`config.mk`:
```
export PLATFORM = sky130hd
export DESIGN_NAME = mem_arbiter_flat
export DESIGN_NICKNAME = d
export VERILOG_FILES = /design/src/rtl/mem_arbiter_if.sv /design/src/rtl/mem_arbiter.sv /design/src/flat_wrapper.sv
export SDC_FILE = /design/constraint.sdc
export NUM_CORES = 1
export LEC_CHECK = 0
export BUFFER_PORTS_ARGS = -buffer_cell sky130_fd_sc_hd__buf_2
export CAP_MARGIN = 20
export CORE_AREA = 5 5 123 125
export CTS_CLUSTER_DIAMETER = 50
export CTS_CLUSTER_SIZE = 16
export DETAILED_ROUTE_END_ITERATION = 10
export DIE_AREA = 0 0 128 130
export SLEW_MARGIN = 20
export SYNTH_ARGS = -nofsm -noshare
export SYNTH_HDL_FRONTEND = slang
export SYNTH_SLANG_ARGS = --single-unit
```
`constraint.sdc`:
```
create_clock -name clk -period 5.5 [get_ports clk]
set_input_delay 0.55 -clock clk [delete_from_list [all_inputs] [get_ports clk]]
set_output_delay 0.55 -clock clk [all_outputs]
set_load 0.005 [all_outputs]
```
`src/rtl/mem_arbiter_if.sv`:
```
// Request/response types and the bundle of buses between the two requesters,
// the arbiter and the shared memory port.
package mem_arbiter_pkg;
  typedef struct packed {
    logic        mem_valid;
    logic        mem_fence;
    logic        mem_instr;
    logic [31:0] mem_addr;
    logic [31:0] mem_wdata;
    logic [3:0]  mem_wstrb;
  } mem_in_t;

  typedef struct packed {
    logic [31:0] mem_rdata;
    logic        mem_ready;
  } mem_out_t;

  typedef enum logic [1:0] {
    IDLE  = 2'd0,
    OWN_I = 2'd1,
    OWN_D = 2'd2
  } fsm_t;
endpackage

interface mem_arbiter_if;
  import mem_arbiter_pkg::*;

  // Handshake: a requester raises mem_valid with its fields and holds them
  // stable until it sees mem_ready=1; a new request may follow the next cycle.
  mem_in_t  imem_in;
  mem_out_t imem_out;
  mem_in_t  dmem_in;
  mem_out_t dmem_out;
  mem_in_t  mem_in;
  mem_out_t mem_out;

  // Arbiter side.
  modport slave (
    input  imem_in, dmem_in, mem_out,
    output imem_out, dmem_out, mem_in
  );

  // Requesters and memory side.
  modport master (
    output imem_in, dmem_in, mem_out,
    input  imem_out, dmem_out, mem_in
  );
endinterface

```
`src/rtl/mem_arbiter.sv`:
```
// Two-requester round-robin arbiter for a single shared memory port, with a
// bounded number of consecutive beats per owner while the other side waits.
module mem_arbiter
  import mem_arbiter_pkg::*;
#(
  parameter int hold_max = 8
) (
  input  logic        clk,
  input  logic        rst,
  mem_arbiter_if.slave bus,
  output fsm_t        fsm_state,
  output logic        last_owner,
  output logic [7:0]  hold_cnt
);

  localparam logic [8:0] HOLD = 9'(hold_max);

  fsm_t       fsm;
  logic       last;
  logic [7:0] cnt;

  logic       own_d;
  mem_in_t    own_req;
  logic       other_valid;
  logic [8:0] cnt_inc;

  assign own_d       = (fsm == OWN_D);
  assign own_req     = own_d ? bus.dmem_in : bus.imem_in;
  assign other_valid = own_d ? bus.imem_in.mem_valid : bus.dmem_in.mem_valid;
  assign cnt_inc     = {1'b0, cnt} + 9'd1;

  always_ff @(posedge clk) begin
    if (rst) begin
      fsm  <= IDLE;
      last <= 1'b1;
      cnt  <= 8'd0;
    end else begin
      case (fsm)
        IDLE: begin
          cnt <= 8'd0;
          // On a tie the side that did not own last goes first.
          if (bus.imem_in.mem_valid && bus.dmem_in.mem_valid)
            fsm <= last ? OWN_I : OWN_D;
          else if (bus.imem_in.mem_valid)
            fsm <= OWN_I;
          else if (bus.dmem_in.mem_valid)
            fsm <= OWN_D;
          else
            fsm <= IDLE;
        end
        OWN_I, OWN_D: begin
          if (!own_req.mem_valid) begin
            last <= own_d;
            cnt  <= 8'd0;
            if (other_valid) fsm <= own_d ? OWN_I : OWN_D;
            else             fsm <= IDLE;
          end else if (bus.mem_out.mem_ready) begin
            if (other_valid && (cnt_inc >= HOLD)) begin
              fsm  <= own_d ? OWN_I : OWN_D;
              last <= own_d;
              cnt  <= 8'd0;
            end else begin
              cnt <= (cnt_inc > HOLD) ? HOLD[7:0] : cnt_inc[7:0];
            end
          end
        end
        default: begin
          fsm <= IDLE;
          cnt <= 8'd0;
        end
      endcase
    end
  end

  // Only the owner sees memory, and ready only while its request is live.
  always_comb begin
    bus.mem_in   = '0;
    bus.imem_out = '0;
    bus.dmem_out = '0;
    if (fsm == OWN_I) begin
      bus.mem_in             = bus.imem_in;
      bus.imem_out.mem_rdata = bus.mem_out.mem_rdata;
      bus.imem_out.mem_ready = bus.mem_out.mem_ready & bus.imem_in.mem_valid;
    end else if (fsm == OWN_D) begin
      bus.mem_in             = bus.dmem_in;
      bus.dmem_out.mem_rdata = bus.mem_out.mem_rdata;
      bus.dmem_out.mem_ready = bus.mem_out.mem_ready & bus.dmem_in.mem_valid;
    end
  end

  assign fsm_state  = fsm;
  assign last_owner = last;
  assign hold_cnt   = cnt;

endmodule

```
`src/flat_wrapper.sv`:
```
// flat-port wrapper written by rule: the top's interface ports become plain ports
module mem_arbiter_flat import mem_arbiter_pkg::*;
#(
  parameter int hold_max = 8
)
  (clk, rst, fsm_state, last_owner, hold_cnt, bus_imem_in, bus_dmem_in, bus_mem_out, bus_imem_out, bus_dmem_out, bus_mem_in);
  mem_arbiter_if bus_i ();
  input  logic clk;
  input  logic rst;
  output fsm_t fsm_state;
  output logic last_owner;
  output logic [7:0] hold_cnt;
  input wire logic [$bits(bus_i.imem_in)-1:0] bus_imem_in;
  input wire logic [$bits(bus_i.dmem_in)-1:0] bus_dmem_in;
  input wire logic [$bits(bus_i.mem_out)-1:0] bus_mem_out;
  output wire logic [$bits(bus_i.imem_out)-1:0] bus_imem_out;
  output wire logic [$bits(bus_i.dmem_out)-1:0] bus_dmem_out;
  output wire logic [$bits(bus_i.mem_in)-1:0] bus_mem_in;
  assign bus_i.imem_in = bus_imem_in;
  assign bus_i.dmem_in = bus_dmem_in;
  assign bus_i.mem_out = bus_mem_out;
  assign bus_imem_out = bus_i.imem_out;
  assign bus_dmem_out = bus_i.dmem_out;
  assign bus_mem_in = bus_i.mem_in;
  mem_arbiter #(.hold_max(hold_max)) u_core (.clk(clk), .rst(rst), .bus(bus_i), .fsm_state(fsm_state), .last_owner(last_owner), .hold_cnt(hold_cnt));
endmodule
```
[Yosys cells after proc, flatten, opt, wreduce, memory -nomap -nowiden]
Cells that the tools add are included.
Storage, ports and cells
  register bits after elaboration: 11
  bits in latches: 0
  memory bits (writable): 0
  memory bits (read-only): 0
  bits of input ports: 177
  output and inout bits: 148
  logic and storage cells: 45
  memories: 0
Operators by class
  add/subtract/negate cells: 1
  $mul: 0
  div/mod/pow operators: 0
  order comparisons: 2
  equality and inequality tests: 6
  shift operators: 0
  mux-type cells: 22
  bitwise gates (word level): 4
  reductions and logical operators: 7
Operators by type and width (number)
  71-bit 2-to-1 mux: 3
  33-bit 2-to-1 mux: 3
  2-bit 2-to-1 mux: 9
  8-bit 2-to-1 mux: 2
  8-bit by 1-bit adder with 9-bit output (second input constant): 1
  9-bit by 4-bit greater-or-equal comparator with 1-bit output (second input constant): 1
  9-bit by 4-bit > comparator with 1-bit output (second input constant): 1
  3-bit != test (second input constant): 2
  1-bit 2-to-1 mux: 4
  2-bit != test (second input constant): 2
  2-bit case mux with 2 select lines: 1
  3-bit AND reduction: 1
  3-bit OR reduction: 1
  1-bit AND: 2
  2-bit by 1-bit == test with 1-bit output (second input constant): 1
  2-bit == test (second input constant): 1
  1-bit logical AND: 2
  2-bit logical NOT: 1
  1-bit inverter: 2
  2-bit AND reduction: 1
  2-bit OR reduction: 1

[Logic depth before layout (Yosys ltp)]
  depth in word-level cells: 7
  depth in mapped cells: 8
  gate-level depth less buffers: 7

[Least setup slack after synthesis]
OpenSTA, ideal clock, no wires.
  path kind: register to output
  start: register u_core.fsm[1] (netlist: u_core.fsm_state[1])
  end: output port bus_mem_in[11]
  arrival time: 1575 ps
  required time: 4950 ps
  path slack: 3375 ps
  stages on the path, launching flop included: 8
  buffers on the path: 3
  cell sequence: dfxtp_1 -> inv_1 -> ha_1 -> clkbuf_1 -> nor2b_1 -> buf_2 -> buf_1 -> a22o_1
On the way
  cells in the longest elaborated chain, start to end: 3
  elaborated cells on any way between the ends: 4
  those cells by class: 2 x eq/ne; 2 x mux
Ends and longest elaborated chain
  from (decl): line mem_arbiter.sv:18  | fsm_t fsm;
  from (signal assigned): line mem_arbiter.sv:43  | fsm <= last ? OWN_I : OWN_D;
  from (signal assigned): line mem_arbiter.sv:55  | if (other_valid) fsm <= own_d ? OWN_I : OWN_D;
  from (signal assigned): line mem_arbiter.sv:59  | fsm <= own_d ? OWN_I : OWN_D;
  2-bit == test: line mem_arbiter.sv:84  | end else if (fsm == OWN_D) begin
  71-bit 2-to-1 mux: line mem_arbiter.sv:84
  71-bit 2-to-1 mux (*): line mem_arbiter.sv:80  | if (fsm == OWN_I) begin
  to (decl): line flat_wrapper.sv:18  | output wire logic [$bits(bus_i.mem_in)-1:0] bus_mem_in;
Mark *: on every way between the ends. The rest lies on a longest branch, timed or not.

[Final worst setup path]
  start: register u_core.fsm[1] (netlist: u_core.fsm_state[1])
  end: output port bus_mem_in[60]
The elaborated chain is that of the path after synthesis.

==> impl_metrics.sql <==
INSERT INTO impl_metrics (metric_group, metric, value, unit) VALUES
('run_status', 'status', 'completed', ''),
('routing', 'routed_via_count', '3232', ''),
('cts', 'clock_sinks', '11', ''),
('critical_path', 'critical_path.endpoint_type', 'output port', ''),
('routing', 'drt_pass1_iterations', '4', ''),
('floorplanning', 'initial_util', '0.1410', ''),
('yosys', 'yosysSeqAreaShare', '0.1134', ''),
('job', 'cap_viol_max_count', '0', ''),
('finish', 'drive_above_1_share', '0.6050', ''),
('critical_path', 'worstPathArrival', '3110', 'ps'),
('cts', 'post_cts_hold_buffer_count', '0', ''),
('critical_path', 'crit_path_start', 'u_core.fsm_state[1]', ''),
('timing', 'report.final.slew_viol_count', '0', ''),
('routing', 'drt_drc_violations_left', '0', ''),
('critical_path', 'worstReg2RegStart', 'u_core.fsm_state[0]', ''),
('global_routing', 'grt_remaining_overflow', '0', ''),
('timing', 'final.min_clock_period', '3661', 'ps'),
('cts', 'tritoncts.num_buffers', '3', ''),
('yosys', 'synthTopCellsByArea', 'sky130_fd_sc_hd__a22o_1 31%, sky130_fd_sc_hd__and2_1 21%, sky130_fd_sc_hd__dfxtp_1 11%', ''),
('cts', 'cts_htree_levels', '1', ''),
('finish', 'post-route-cell-area', '0.003792', 'sq mm'),
('min_path', 'min_path_type', 'reg -> reg', ''),
('yosys', 'synth-async-reset-ratio', '0', ''),
('routing', 'met1_length', '5.034', 'mm'),
('global_routing', 'grt.total_usage', '0.1270', ''),
('global_routing', 'grt_first_pass_wirelength', '17.02', 'mm'),
('floorplanning', 'chipHeight', '130', 'microns'),
('yosys', 'synth.yosys.warnings', '0', ''),
('placed_design', 'preCtsSetupSlack', '2075', 'ps'),
('power_and_ir_drop', 'power_leakage', '2.245', 'nW'),
('timing', 'rsz0062_at_grt', 'no', ''),
('placed_design', 'placed_area', '0.003711', 'sq mm'),
('power_and_ir_drop', 'vdd_drop_max', '0.1925', 'mV'),
('floorplanning', 'dieWidth', '128', 'microns'),
('cts', 'tritoncts_clock_tree', 'built', ''),
('routing', 'routed_wl_per_cell', '16.80', 'microns'),
('timing', 'fin_worst_skew', '1.123', 'ps'),
('placed_design', 'place_hpwl', '10.26', 'mm'),
('yosys', 'syn_area_per_cell', '7.615', 'sq um'),
('cts', 'cts_buffer_depth', '2', ''),
('floorplanning', 'fp.coreArea', '0.01377', 'sq mm'),
('finish', 'fin_nets', '741', ''),
('finish', 'finish.utilization', '0.2753', ''),
('critical_path', 'critPathRequiredTime', '4950', 'ps'),
('yosys', 'summed_instance_area_of_the_synthesized_netlist', '0.001942', 'sq mm'),
('yosys', 'ys.flop_type', 'sky130_fd_sc_hd__dfxtp_1', ''),
('cts', 'postCtsSetupRepairBufs', '0', ''),
('timing', 'slew_headroom', '0.3000', ''),
('yosys', 'syn_nets', '438', ''),
('timing', 'final.period_utilization', '0.6657', ''),
('global_routing', 'antenna_found_initial', '1', ''),
('yosys', 'synth_top_cell_area_share', '0.3112', ''),
('yosys', 'synth_edf_count', '0', ''),
('routing', 'post_drt_via_cell_ratio', '4.379', ''),
('power_and_ir_drop', 'p_per_area', '313.3', 'mW/mm^2'),
('finish', 'finalNonFillerCells', '738', ''),
('floorplanning', 'top_level_ports', '325', ''),
('timing', 'report.final.setup_viol', '0', ''),
('cts', 'clk_transition_reported_paths', '40', 'ps'),
('global_routing', 'number_of_global_route_vias_before_repair', '3003', ''),
('placed_design', 'place.detailed.instances', '733', ''),
('placed_design', 'port_buf_inserts', '324', ''),
('floorplanning', 'placement_rows', '43', ''),
('finish', 'area_growth', '95.30', '%'),
('routing', 'antenna_violating_nets_post_route', '0', ''),
('routing', 'postRouteWirelength', '12.40', 'mm'),
('timing', 'layout_setup_ws', '1839', 'ps'),
('timing', 'worst-slew-pin-transition', '1050', 'ps'),
('cts', 'post_cts_resize_count', '0', ''),
('timing', 'fin_setup_tns', '0', 'ps'),
('global_routing', 'grt_start_max_net_pins', '108', '');
## stage by stage
stage               total power (W)  hold WS [ps]
finish                     0.001188         535.1
global route               0.001289         560.6
global placement           0.001063         530.5
CTS                        0.001205         537.6
detailed placement         0.001060         534.1
floorplan                 0.0005996         522.4
## synth_stat cells, drive strengths merged (2+ instances only)
master   instances
nor4             2
nand2            6
dfxtp           11
nor3b            3
nand2b           7
o21a             3
and3             5
buf              6
o31ai            2
o211ai           3
inv              4
or2              2
o21ai            7
nand4            2
nor2             2
and2            64
ha               6
a31oi            3
nor4bb           2
nor2b            3
a21oi            6
a22o            69
clkbuf          21
a2111oi          2
## power by group
group | internal [W] | total (W) | switching [W]
clock | 0.0000973 | 0.000133 | 0.0000354
combinational | 0.000464 | 0.000952 | 0.000488
sequential | 0.0000898 | 0.000103 | 0.0000134
total | 0.000651 | 0.00119 | 0.000537
## layer usage
metal | up-vias | GRT usage
met4 | 0 | 0.02622
li1 | 1569 | -
met3 | 13 | 0.02661
met5 | - | 0
met1 | 1478 | 0.1690
met2 | 172 | 0.2129
## state kept, by name, summed over array words and instances, names as in the netlist
signal,cells
u_core.hold_cnt,8
u_core.fsm_state,2
u_core.last_owner,1
## critical path, stage by stage, from the launching register on
cell	delay, ps
sky130_fd_sc_hd__dfxtp_1	360
sky130_fd_sc_hd__inv_1	110
sky130_fd_sc_hd__ha_4	470
sky130_fd_sc_hd__nor2b_4	920
sky130_fd_sc_hd__buf_4	570
sky130_fd_sc_hd__a22o_1	250
sky130_fd_sc_hd__buf_2	150
## worst paths after layout
check,end,slack (ps),cells past startpoint
worst max-delay path,bus_mem_in[60],1840,6
worst min-delay path,u_core.hold_cnt[4],540,1
worst max register to register,u_core.hold_cnt[3],3400,6
worst min register to register,u_core.hold_cnt[4],540,1
## layout make-up
cell class	instances	area, sq um
flip-flops and latches	11	220.2
diodes	1	2.502
well taps	180	225.2
multi-input cells	213	1622
fillers	1538	9981
clock buffers	4	78.83
inverters	4	15.01
repair buffers	325	1629
## cell families (layout without fill, tap and decap cells)
group	after synthesis	in the layout	share of synthesized area
AND/OR/NAND/NOR	103	103	0.3428
AO/OA/AOI/OAI	102	102	0.4336
buffers and inverters	31	333	0.06185
flip-flops	11	11	0.1134
adder cells (fa/ha/maj)	6	6	0.03866
XOR/XNOR	1	1	0.004511
multiplexers	1	1	0.005155
other	0	1	0
## layout by cell type, fill, tap and decap left out, drive strengths merged, types with 4 or more instances in the layout
cell	instances
buf	325
a22o	69
and2	64
dfxtp	11
nand2b	7
o21ai	7
nand2	6
a21oi	6
ha	6
and3	5
inv	4
clkbuf	4
No activity file was read; power rests on OpenSTA's default activity.
